File: config.mk
export PLATFORM = sky130hd
export DESIGN_NAME = lsu
export DESIGN_NICKNAME = d
export VERILOG_FILES = /design/src/rtl/core_pkg.sv /design/src/rtl/lsu_align.sv /design/src/rtl/lsu.sv
export SDC_FILE = /design/constraint.sdc
export NUM_CORES = 1
export LEC_CHECK = 0
export ABC_AREA = 1
export CAP_MARGIN = 40
export CELL_PAD_IN_SITES_DETAIL_PLACEMENT = 0
export CELL_PAD_IN_SITES_GLOBAL_PLACEMENT = 1
export CORE_AREA = 2 2 135 137
export CTS_CLUSTER_SIZE = 8
export DETAILED_ROUTE_END_ITERATION = 8
export DIE_AREA = 0 0 137 139
export MAX_ROUTING_LAYER = met4
export PLACE_DENSITY_LB_ADDON = 0.1
export SYNTH_ARGS = -nofsm -noshare
export SYNTH_HDL_FRONTEND = slang
export SYNTH_SLANG_ARGS = --single-unit
File: constraint.sdc
create_clock -name clk -period 4.65 [get_ports clk]
set_input_delay 0.6975 -clock clk [delete_from_list [all_inputs] [get_ports clk]]
set_output_delay 0.6975 -clock clk [all_outputs]
set_load 0.03 [all_outputs]
File: src/rtl/core_pkg.sv
// Shared core types: data word, RV32 load/store funct3 encodings, LSU state and access size.
// The LSU's optional misalignment trap is selected by the LSU_MISALIGN_TRAP_EN macro (see lsu.sv).
package core_pkg;

  typedef logic [31:0] word_t;

  typedef enum logic [2:0] {
    OP_B  = 3'd0,
    OP_H  = 3'd1,
    OP_W  = 3'd2,
    OP_BU = 3'd4,
    OP_HU = 3'd5
  } lsu_op_t;

  typedef enum logic [1:0] {
    ST_IDLE = 2'd0,
    ST_REQ  = 2'd1,
    ST_WAIT = 2'd2,
    ST_DONE = 2'd3
  } lsu_state_t;

  typedef enum logic [1:0] {
    SZ_BYTE = 2'd0,
    SZ_HALF = 2'd1,
    SZ_WORD = 2'd2
  } lsu_size_t;

  // Unassigned funct3 codes (3, 6, 7) fall through to a full-word access.
  function automatic lsu_size_t op_size(input logic [2:0] op);
    case (op)
      OP_B, OP_BU: return SZ_BYTE;
      OP_H, OP_HU: return SZ_HALF;
      default:     return SZ_WORD;
    endcase
  endfunction

  function automatic logic op_unsigned(input logic [2:0] op);
    return (op == OP_BU) || (op == OP_HU);
  endfunction

endpackage

File: src/rtl/lsu_align.sv
// Combinational lane logic: misalign detect, natural alignment of the low address bits,
// byte enables, store lane replication and load extraction with sign/zero extension.
module lsu_align
  import core_pkg::*;
(
  input  logic [2:0] i_op,
  input  logic [1:0] i_addr_lo,
  input  word_t      i_wdata,
  input  word_t      i_rdata,
  output logic [1:0] o_addr_lo,
  output logic [3:0] o_be,
  output word_t      o_wdata,
  output word_t      o_rdata,
  output logic       o_misalign
);

  lsu_size_t  w_size;
  logic       w_unsigned;
  logic [1:0] w_lo;
  logic [3:0] w_be;
  word_t      w_wdata;
  word_t      w_shift;
  word_t      w_rdata;
  logic       w_misalign;

  assign w_size     = op_size(i_op);
  assign w_unsigned = op_unsigned(i_op);

  always_comb begin
    w_lo       = i_addr_lo;
    w_be       = 4'b1111;
    w_wdata    = i_wdata;
    w_misalign = 1'b0;
    case (w_size)
      SZ_BYTE: begin
        w_lo    = i_addr_lo;
        w_be    = 4'b0001 << w_lo;
        w_wdata = {4{i_wdata[7:0]}};
      end
      SZ_HALF: begin
        w_misalign = i_addr_lo[0];
        w_lo       = {i_addr_lo[1], 1'b0};
        w_be       = 4'b0011 << {w_lo[1], 1'b0};
        w_wdata    = {2{i_wdata[15:0]}};
      end
      default: begin
        w_misalign = (i_addr_lo != 2'b00);
        w_lo       = 2'b00;
        w_be       = 4'b1111;
        w_wdata    = i_wdata;
      end
    endcase
  end

  // Bring the addressed lane down to bit 0 before extending.
  assign w_shift = i_rdata >> {w_lo, 3'b000};

  always_comb begin
    w_rdata = i_rdata;
    case (w_size)
      SZ_BYTE: w_rdata = w_unsigned ? {24'b0, w_shift[7:0]}
                                    : {{24{w_shift[7]}}, w_shift[7:0]};
      SZ_HALF: w_rdata = w_unsigned ? {16'b0, w_shift[15:0]}
                                    : {{16{w_shift[15]}}, w_shift[15:0]};
      default: w_rdata = i_rdata;
    endcase
  end

  assign o_addr_lo  = w_lo;
  assign o_be       = w_be;
  assign o_wdata    = w_wdata;
  assign o_rdata    = w_rdata;
  assign o_misalign = w_misalign;

endmodule

File: src/rtl/lsu.sv
// RV32I load/store unit: one op at a time over a req/gnt/rvalid word bus, with response timeout.
// Define LSU_MISALIGN_TRAP_EN to complete misaligned accesses with misalign=1 instead of aligning them.
module lsu
  import core_pkg::*;
#(
  parameter int TIMEOUT_CYCLES = 255
) (
  input  logic        clk,
  input  logic        rst_n,
  input  logic        start,
  input  logic [2:0]  op,
  input  logic        is_store,
  input  logic [31:0] addr,
  input  logic [31:0] wdata,
  output logic        ready,
  output logic        done,
  output logic [31:0] result,
  output logic        misalign,
  output logic        bus_err,
  output logic        mem_req,
  input  logic        mem_gnt,
  output logic [29:0] mem_addr,
  output logic        mem_we,
  output logic [3:0]  mem_be,
  output logic [31:0] mem_wdata,
  input  logic        mem_rvalid,
  input  logic [31:0] mem_rdata,
  output lsu_state_t  dbg_state
);

  // Bus handshake: mem_req stays high with addr/we/be/wdata frozen until the cycle mem_gnt=1;
  // mem_rvalid is only honoured in WAIT, so a response overlapping the grant cycle is dropped.

  localparam logic [7:0] TO_LIMIT = 8'(TIMEOUT_CYCLES);

`ifdef LSU_MISALIGN_TRAP_EN
  localparam logic TRAP_EN = 1'b1;
`else
  localparam logic TRAP_EN = 1'b0;
`endif

  lsu_state_t  r_state;
  logic [2:0]  r_op;
  logic        r_is_store;
  logic [1:0]  r_addr_lo;
  logic [7:0]  r_cnt;
  logic        r_ready;
  logic        r_done;
  word_t       r_result;
  logic        r_misalign;
  logic        r_bus_err;
  logic        r_mem_req;
  logic [29:0] r_mem_addr;
  logic        r_mem_we;
  logic [3:0]  r_mem_be;
  word_t       r_mem_wdata;

  logic        w_in_idle;
  logic [2:0]  w_al_op;
  logic [1:0]  w_al_lo;
  logic [1:0]  w_addr_lo;
  logic [3:0]  w_be;
  word_t       w_wdata;
  word_t       w_rdata;
  logic        w_misalign;
  logic        w_trap;
  logic [7:0]  w_cnt_next;

  // One aligner serves both issue (live inputs) and writeback (latched op/offset).
  assign w_in_idle  = (r_state == ST_IDLE);
  assign w_al_op    = w_in_idle ? op : r_op;
  assign w_al_lo    = w_in_idle ? addr[1:0] : r_addr_lo;
  assign w_trap     = TRAP_EN & w_misalign;
  assign w_cnt_next = r_cnt + 8'd1;

  lsu_align u_align (
    .i_op       (w_al_op),
    .i_addr_lo  (w_al_lo),
    .i_wdata    (wdata),
    .i_rdata    (mem_rdata),
    .o_addr_lo  (w_addr_lo),
    .o_be       (w_be),
    .o_wdata    (w_wdata),
    .o_rdata    (w_rdata),
    .o_misalign (w_misalign)
  );

  always_ff @(posedge clk) begin
    if (!rst_n) begin
      r_state     <= ST_IDLE;
      r_op        <= 3'd0;
      r_is_store  <= 1'b0;
      r_addr_lo   <= 2'b00;
      r_cnt       <= 8'd0;
      r_ready     <= 1'b1;
      r_done      <= 1'b0;
      r_result    <= '0;
      r_misalign  <= 1'b0;
      r_bus_err   <= 1'b0;
      r_mem_req   <= 1'b0;
      r_mem_addr  <= '0;
      r_mem_we    <= 1'b0;
      r_mem_be    <= 4'b0000;
      r_mem_wdata <= '0;
    end else begin
      case (r_state)
        ST_IDLE: begin
          if (start) begin
            r_op       <= op;
            r_is_store <= is_store;
            r_addr_lo  <= w_addr_lo;
            r_cnt      <= 8'd0;
            r_ready    <= 1'b0;
            if (w_trap) begin
              r_state    <= ST_DONE;
              r_done     <= 1'b1;
              r_misalign <= 1'b1;
              r_result   <= '0;
            end else begin
              r_state     <= ST_REQ;
              r_mem_req   <= 1'b1;
              r_mem_addr  <= addr[31:2];
              r_mem_we    <= is_store;
              r_mem_be    <= w_be;
              r_mem_wdata <= is_store ? w_wdata : '0;
            end
          end
        end
        ST_REQ: begin
          if (mem_gnt) begin
            r_state     <= ST_WAIT;
            r_mem_req   <= 1'b0;
            r_mem_addr  <= '0;
            r_mem_we    <= 1'b0;
            r_mem_be    <= 4'b0000;
            r_mem_wdata <= '0;
          end
        end
        ST_WAIT: begin
          r_cnt <= w_cnt_next;
          if (mem_rvalid) begin
            r_state  <= ST_DONE;
            r_done   <= 1'b1;
            r_result <= r_is_store ? '0 : w_rdata;
          end else if (w_cnt_next == TO_LIMIT) begin
            r_state   <= ST_DONE;
            r_done    <= 1'b1;
            r_bus_err <= 1'b1;
            r_result  <= '0;
          end
        end
        ST_DONE: begin
          r_state    <= ST_IDLE;
          r_done     <= 1'b0;
          r_ready    <= 1'b1;
          r_result   <= '0;
          r_misalign <= 1'b0;
          r_bus_err  <= 1'b0;
        end
        default: r_state <= ST_IDLE;
      endcase
    end
  end

  assign ready     = r_ready;
  assign done      = r_done;
  assign result    = r_result;
  assign misalign  = r_misalign;
  assign bus_err   = r_bus_err;
  assign mem_req   = r_mem_req;
  assign mem_addr  = r_mem_addr;
  assign mem_we    = r_mem_we;
  assign mem_be    = r_mem_be;
  assign mem_wdata = r_mem_wdata;
  assign dbg_state = r_state;

endmodule

==> run_summary.xml <==
<?xml version="1.0" encoding="UTF-8"?>
<metrics>
  <group name="route">
    <metric name="detail_route.first_pass.iterations" unit="">5</metric>
    <metric name="drc_violations_left" unit="">0</metric>
    <metric name="detail_route_antenna_nets" unit="">0</metric>
    <metric name="routed_wl" unit="µm">19600</metric>
    <metric name="viasPerCell" unit="">4.81</metric>
    <metric name="drtIter0Drc" unit="">347</metric>
    <metric name="route.detailed.wl_per_inst" unit="µm">15.7</metric>
    <metric name="via_count" unit="">6003</metric>
  </group>
  <group name="global_route">
    <metric name="grt_pass1_vias" unit="">5818</metric>
    <metric name="grt-ovfl-total" unit="">0</metric>
    <metric name="grt_max_degree" unit="">76</metric>
    <metric name="groute.usage.overall" unit="%">21.1</metric>
    <metric name="first_pass_grt_wire_length" unit="µm">30500</metric>
    <metric name="grt_antenna_before_repair" unit="">0</metric>
  </group>
  <group name="worst_setup_path">
    <metric name="crit_path_start" unit="">dbg_state[0]</metric>
    <metric name="timing.setup.critical_path_class" unit="">flop to flop</metric>
    <metric name="required" unit="ns">4.98</metric>
    <metric name="cell_with_the_largest_stage_delay_on_the_worst_path" unit="">sky130_fd_sc_hd__ha_1</metric>
    <metric name="r2r_setup_slk" unit="ns">1.39</metric>
    <metric name="crit_buf_inv" unit="">2</metric>
    <metric name="most_common_cell_type_on_the_critical_path" unit="">sky130_fd_sc_hd__nand3_4</metric>
    <metric name="end_kind" unit="">flop</metric>
    <metric name="critical-path-top-delay-family" unit="">simple AND/OR/NAND/NOR gates</metric>
    <metric name="cpPeakStageDelay" unit="ns">0.47</metric>
    <metric name="critPathMaxFanout" unit="">43</metric>
    <metric name="timing.critical_path.arrival" unit="ns">3.59</metric>
    <metric name="worst-r2r-cell-count" unit="">12</metric>
    <metric name="crit_end" unit="">result[20]</metric>
    <metric name="critical_path.reg2reg.startpoint" unit="">dbg_state[0]</metric>
    <metric name="startpoint_kind_of_the_worst_setup_timing_path" unit="">flop</metric>
    <metric name="r2r_end" unit="">result[20]</metric>
    <metric name="cp.depth" unit="">12</metric>
    <metric name="crit_path_cell_trace" unit="">inv_1 -&gt; ha_1 -&gt; nand2_1 -&gt; nand2_4 -&gt; nand3_4 -&gt; inv_4 -&gt; nand2_1 -&gt; nand3_2 -&gt; nand3_4 -&gt; nand3_4 -&gt; nand3_1 -&gt; a21oi_1</metric>
  </group>
  <group name="clock_tree">
    <metric name="cts-htree-levels" unit="">4</metric>
    <metric name="cts.repair.resized" unit="">0</metric>
    <metric name="cts_tree" unit="">done</metric>
    <metric name="cts_post_setup_buffers_inserted" unit="">0</metric>
    <metric name="clk_pin_slew_worst_paths" unit="ns">0.06</metric>
    <metric name="post_cts_hold_buffer_count" unit="">0</metric>
    <metric name="clk-insertion-delay-late" unit="ns">0.41</metric>
    <metric name="clkSinkCount" unit="">119</metric>
    <metric name="clockRootBuffer" unit="">sky130_fd_sc_hd__clkbuf_16</metric>
    <metric name="cts.path.max_buffers" unit="">2</metric>
    <metric name="tritoncts.num_buffers" unit="">17</metric>
  </group>
  <group name="floorplan">
    <metric name="ios" unit="">211</metric>
    <metric name="dieArea" unit="µm²">19000</metric>
    <metric name="die_height" unit="µm">139</metric>
    <metric name="core_region" unit="µm²">17700</metric>
    <metric name="chipWidth" unit="µm">137</metric>
    <metric name="floorplan.initialDensity" unit="%">32.5</metric>
    <metric name="fp-row-count" unit="">49</metric>
  </group>
  <group name="cells_and_area">
    <metric name="antenna-diode-count" unit="">0</metric>
    <metric name="final-seq-area" unit="µm²">2380</metric>
    <metric name="multiInputGateArea" unit="µm²">2900</metric>
    <metric name="count_of_nets_after_finishing" unit="">1117</metric>
    <metric name="n_fill_cell" unit="">1823</metric>
    <metric name="areaGrowthSynthToFinish" unit="%">49.9</metric>
    <metric name="layout-drive-gt1-share" unit="%">8.24</metric>
    <metric name="most_common_cell_after_layout_fill_and_taps_aside" unit="">sky130_fd_sc_hd__nand2_1</metric>
    <metric name="most-common-layout-cells" unit="">252 x sky130_fd_sc_hd__nand2_1, 209 x sky130_fd_sc_hd__clkdlybuf4s50_1, 129 x sky130_fd_sc_hd__a21oi_1</metric>
  </group>
  <group name="power_and_ir_drop">
    <metric name="power.density" unit="nW/µm²">622</metric>
    <metric name="net-switching-power" unit="mW">2.33</metric>
    <metric name="power_frac_clock" unit="%">27.6</metric>
    <metric name="static-leakage-power" unit="nW">3.25</metric>
    <metric name="swShare" unit="%">43.5</metric>
    <metric name="vdd_drop_max" unit="V">0.000305</metric>
    <metric name="p_seq_share" unit="%">24.6</metric>
    <metric name="comb_power_share" unit="%">47.8</metric>
    <metric name="internal-power" unit="mW">3.03</metric>
  </group>
  <group name="synthesis">
    <metric name="synth_fp_nets" unit="">931</metric>
    <metric name="synth_enable_flop_cells" unit="">0</metric>
    <metric name="synth_top_flop_cell" unit="">sky130_fd_sc_hd__dfxtp_1</metric>
    <metric name="netlist_area" unit="µm²">5750</metric>
    <metric name="sequential_fraction_of_the_synthesis_area" unit="%">41.5</metric>
    <metric name="yosys.cell_types.count" unit="">36</metric>
    <metric name="synthArstFlopShare" unit="%">0</metric>
    <metric name="yosysWarningCount" unit="">0</metric>
    <metric name="syn_area_per_cell" unit="µm²">7.01</metric>
    <metric name="synth_cells" unit="">820</metric>
    <metric name="ys_seq_elements" unit="">119</metric>
  </group>
  <group name="placed_design">
    <metric name="detailedPlace.worstSlack" unit="ns">1.13</metric>
    <metric name="detailed_place_hpwl" unit="µm">13700</metric>
    <metric name="gp_congestion" unit="">0.797</metric>
    <metric name="io_buffers" unit="">209</metric>
  </group>
  <group name="sta">
    <metric name="finalClockSkew" unit="ns">0.00630</metric>
    <metric name="timing.final.setup_violations" unit="">0</metric>
    <metric name="period_minus_slack" unit="ns">3.26</metric>
    <metric name="final.period_utilization" unit="%">70.2</metric>
    <metric name="max-slew-margin-rel" unit="%">59.0</metric>
    <metric name="timing.final.ws_setup" unit="ns">1.39</metric>
    <metric name="setup_total_negative_slack" unit="ns">0</metric>
    <metric name="fin_hold_ws" unit="ns">0.457</metric>
    <metric name="fmax" unit="MHz">306</metric>
    <metric name="rsz_0062_raised_after_global_routing" unit="">false</metric>
    <metric name="max_slew.worst_pin.slew" unit="ns">0.613</metric>
    <metric name="hold_viol" unit="">0</metric>
    <metric name="final_max_slew_viol_count" unit="">0</metric>
  </group>
  <group name="flow_run">
    <metric name="cap_viol_max_count" unit="">0</metric>
  </group>
  <group name="status">
    <metric name="status" unit="">finished, final reports clean</metric>
  </group>
  <group name="min_path">
    <metric name="hold_path_depth" unit="">2</metric>
    <metric name="worst_hold_path_type" unit="">flop to flop</metric>
  </group>
</metrics>
[per-layer routing]
layer / vias to the layer above / part of all wire [%] / track usage (%)
met3: 16 / 8.6 / 8.19
met4: 0 / 1.1 / 5.53
met1: 2734 / 45 / 27.0
met2: 182 / 45 / 30.9
met5: - / 0 / -
li1: 3071 / - / -
[Yosys cell counts, types with 5 or more instances]
master / number / area, µm²
sky130_fd_sc_hd__a21oi_1: 129 / 646
sky130_fd_sc_hd__a21oi_2: 11 / 96.3
sky130_fd_sc_hd__buf_2: 11 / 55.1
sky130_fd_sc_hd__buf_4: 5 / 37.5
sky130_fd_sc_hd__clkbuf_1: 29 / 109
sky130_fd_sc_hd__dfxtp_1: 119 / 2380
sky130_fd_sc_hd__ha_1: 6 / 75.1
sky130_fd_sc_hd__inv_1: 49 / 184
sky130_fd_sc_hd__inv_2: 7 / 26.3
sky130_fd_sc_hd__nand2_1: 252 / 946
sky130_fd_sc_hd__nand3_1: 56 / 280
sky130_fd_sc_hd__nand3_2: 14 / 140
sky130_fd_sc_hd__nor2_1: 50 / 188
sky130_fd_sc_hd__nor3_1: 6 / 30.0
sky130_fd_sc_hd__o21ai_0: 24 / 120
sky130_fd_sc_hd__o21ai_1: 7 / 35.0
sky130_fd_sc_hd__o221ai_1: 7 / 61.3
sky130_fd_sc_hd__o22ai_1: 7 / 43.8
sky130_fd_sc_hd__o31ai_1: 6 / 45.0
[state kept, by name (all words and copies together) (netlist names)]
signal      count
dbg_state       2
bus_err         1
r_op            3
r_is_store      1
result         32
r_cnt           8
mem_be          4
ready           1
mem_we          1
mem_wdata      32
mem_req         1
r_addr_lo       2
mem_addr       30
done            1
[final cells by class]
type / instances / share of cell area [%]
Sequential cell: 119 / 27.7
Tap cell: 229 / 3.33
Multi-Input combinational cell: 594 / 33.6
Timing Repair Buffer: 215 / 25.0
Clock inverter: 11 / 2.25
Inverter: 59 / 2.66
Clock buffer: 21 / 5.46
[tightest hold or removal path, stage by stage (launching register included)]
cell and delay [ns]:
sky130_fd_sc_hd__dfxtp_1 0.31, sky130_fd_sc_hd__nand2_1 0.06, sky130_fd_sc_hd__a21oi_1 0.05
[cells by family (layout without fill, tap and decap cells)]
family          count (synthesis)  in the layout  share of synthesized area, %
flops                         119            119                          41.5
compound gates                196            196                          19.0
buf+inv                       107            306                          8.21
fa+ha+maj                       6              6                          1.31
simple gates                  389            389                          29.6
other cells                     1              1                        0.0653
xor+xnor                        2              2                         0.305
[power by group through the flow]
stage                     Sequential (mW)  Combinational, mW  Clock, mW
after floorplan                      1.67               1.44          0
after global placement               1.33               2.58          0
after detailed placement             1.34               2.58          0
after CTS                            1.32               2.59       1.51
after global routing                 1.34               2.82       1.56
final                                1.32               2.56       1.48
[worst min path at each step]
stage | from | to | slack, ns
6_report | mem_addr[15] | mem_addr[15] | 0.46
5_1_grt | mem_addr[15] | mem_addr[15] | 0.48
4_1_cts | mem_addr[15] | mem_addr[15] | 0.46
3_5_place_dp | mem_addr[23] | mem_addr[23] | 0.45
3_3_place_gp | mem_addr[9] | mem_addr[9] | 0.45
2_1_floorplan | r_op[0] | r_op[0] | 0.45
[through the flow]
step | area, µm² | utilization [%] | cells | power, mW
final | 8610 | 48.8 | 1248 | 5.36
after global placement | 7940 | 44.9 | 1215 | 3.92
after floorplan | 5750 | - | 820 | 3.11
after global routing | 8610 | 48.8 | 1248 | 5.72
after CTS | 8610 | 48.8 | 1248 | 5.42
after detailed placement | 7950 | 45.0 | 1216 | 3.92
Note: power is estimated with default switching activity, not from simulation.
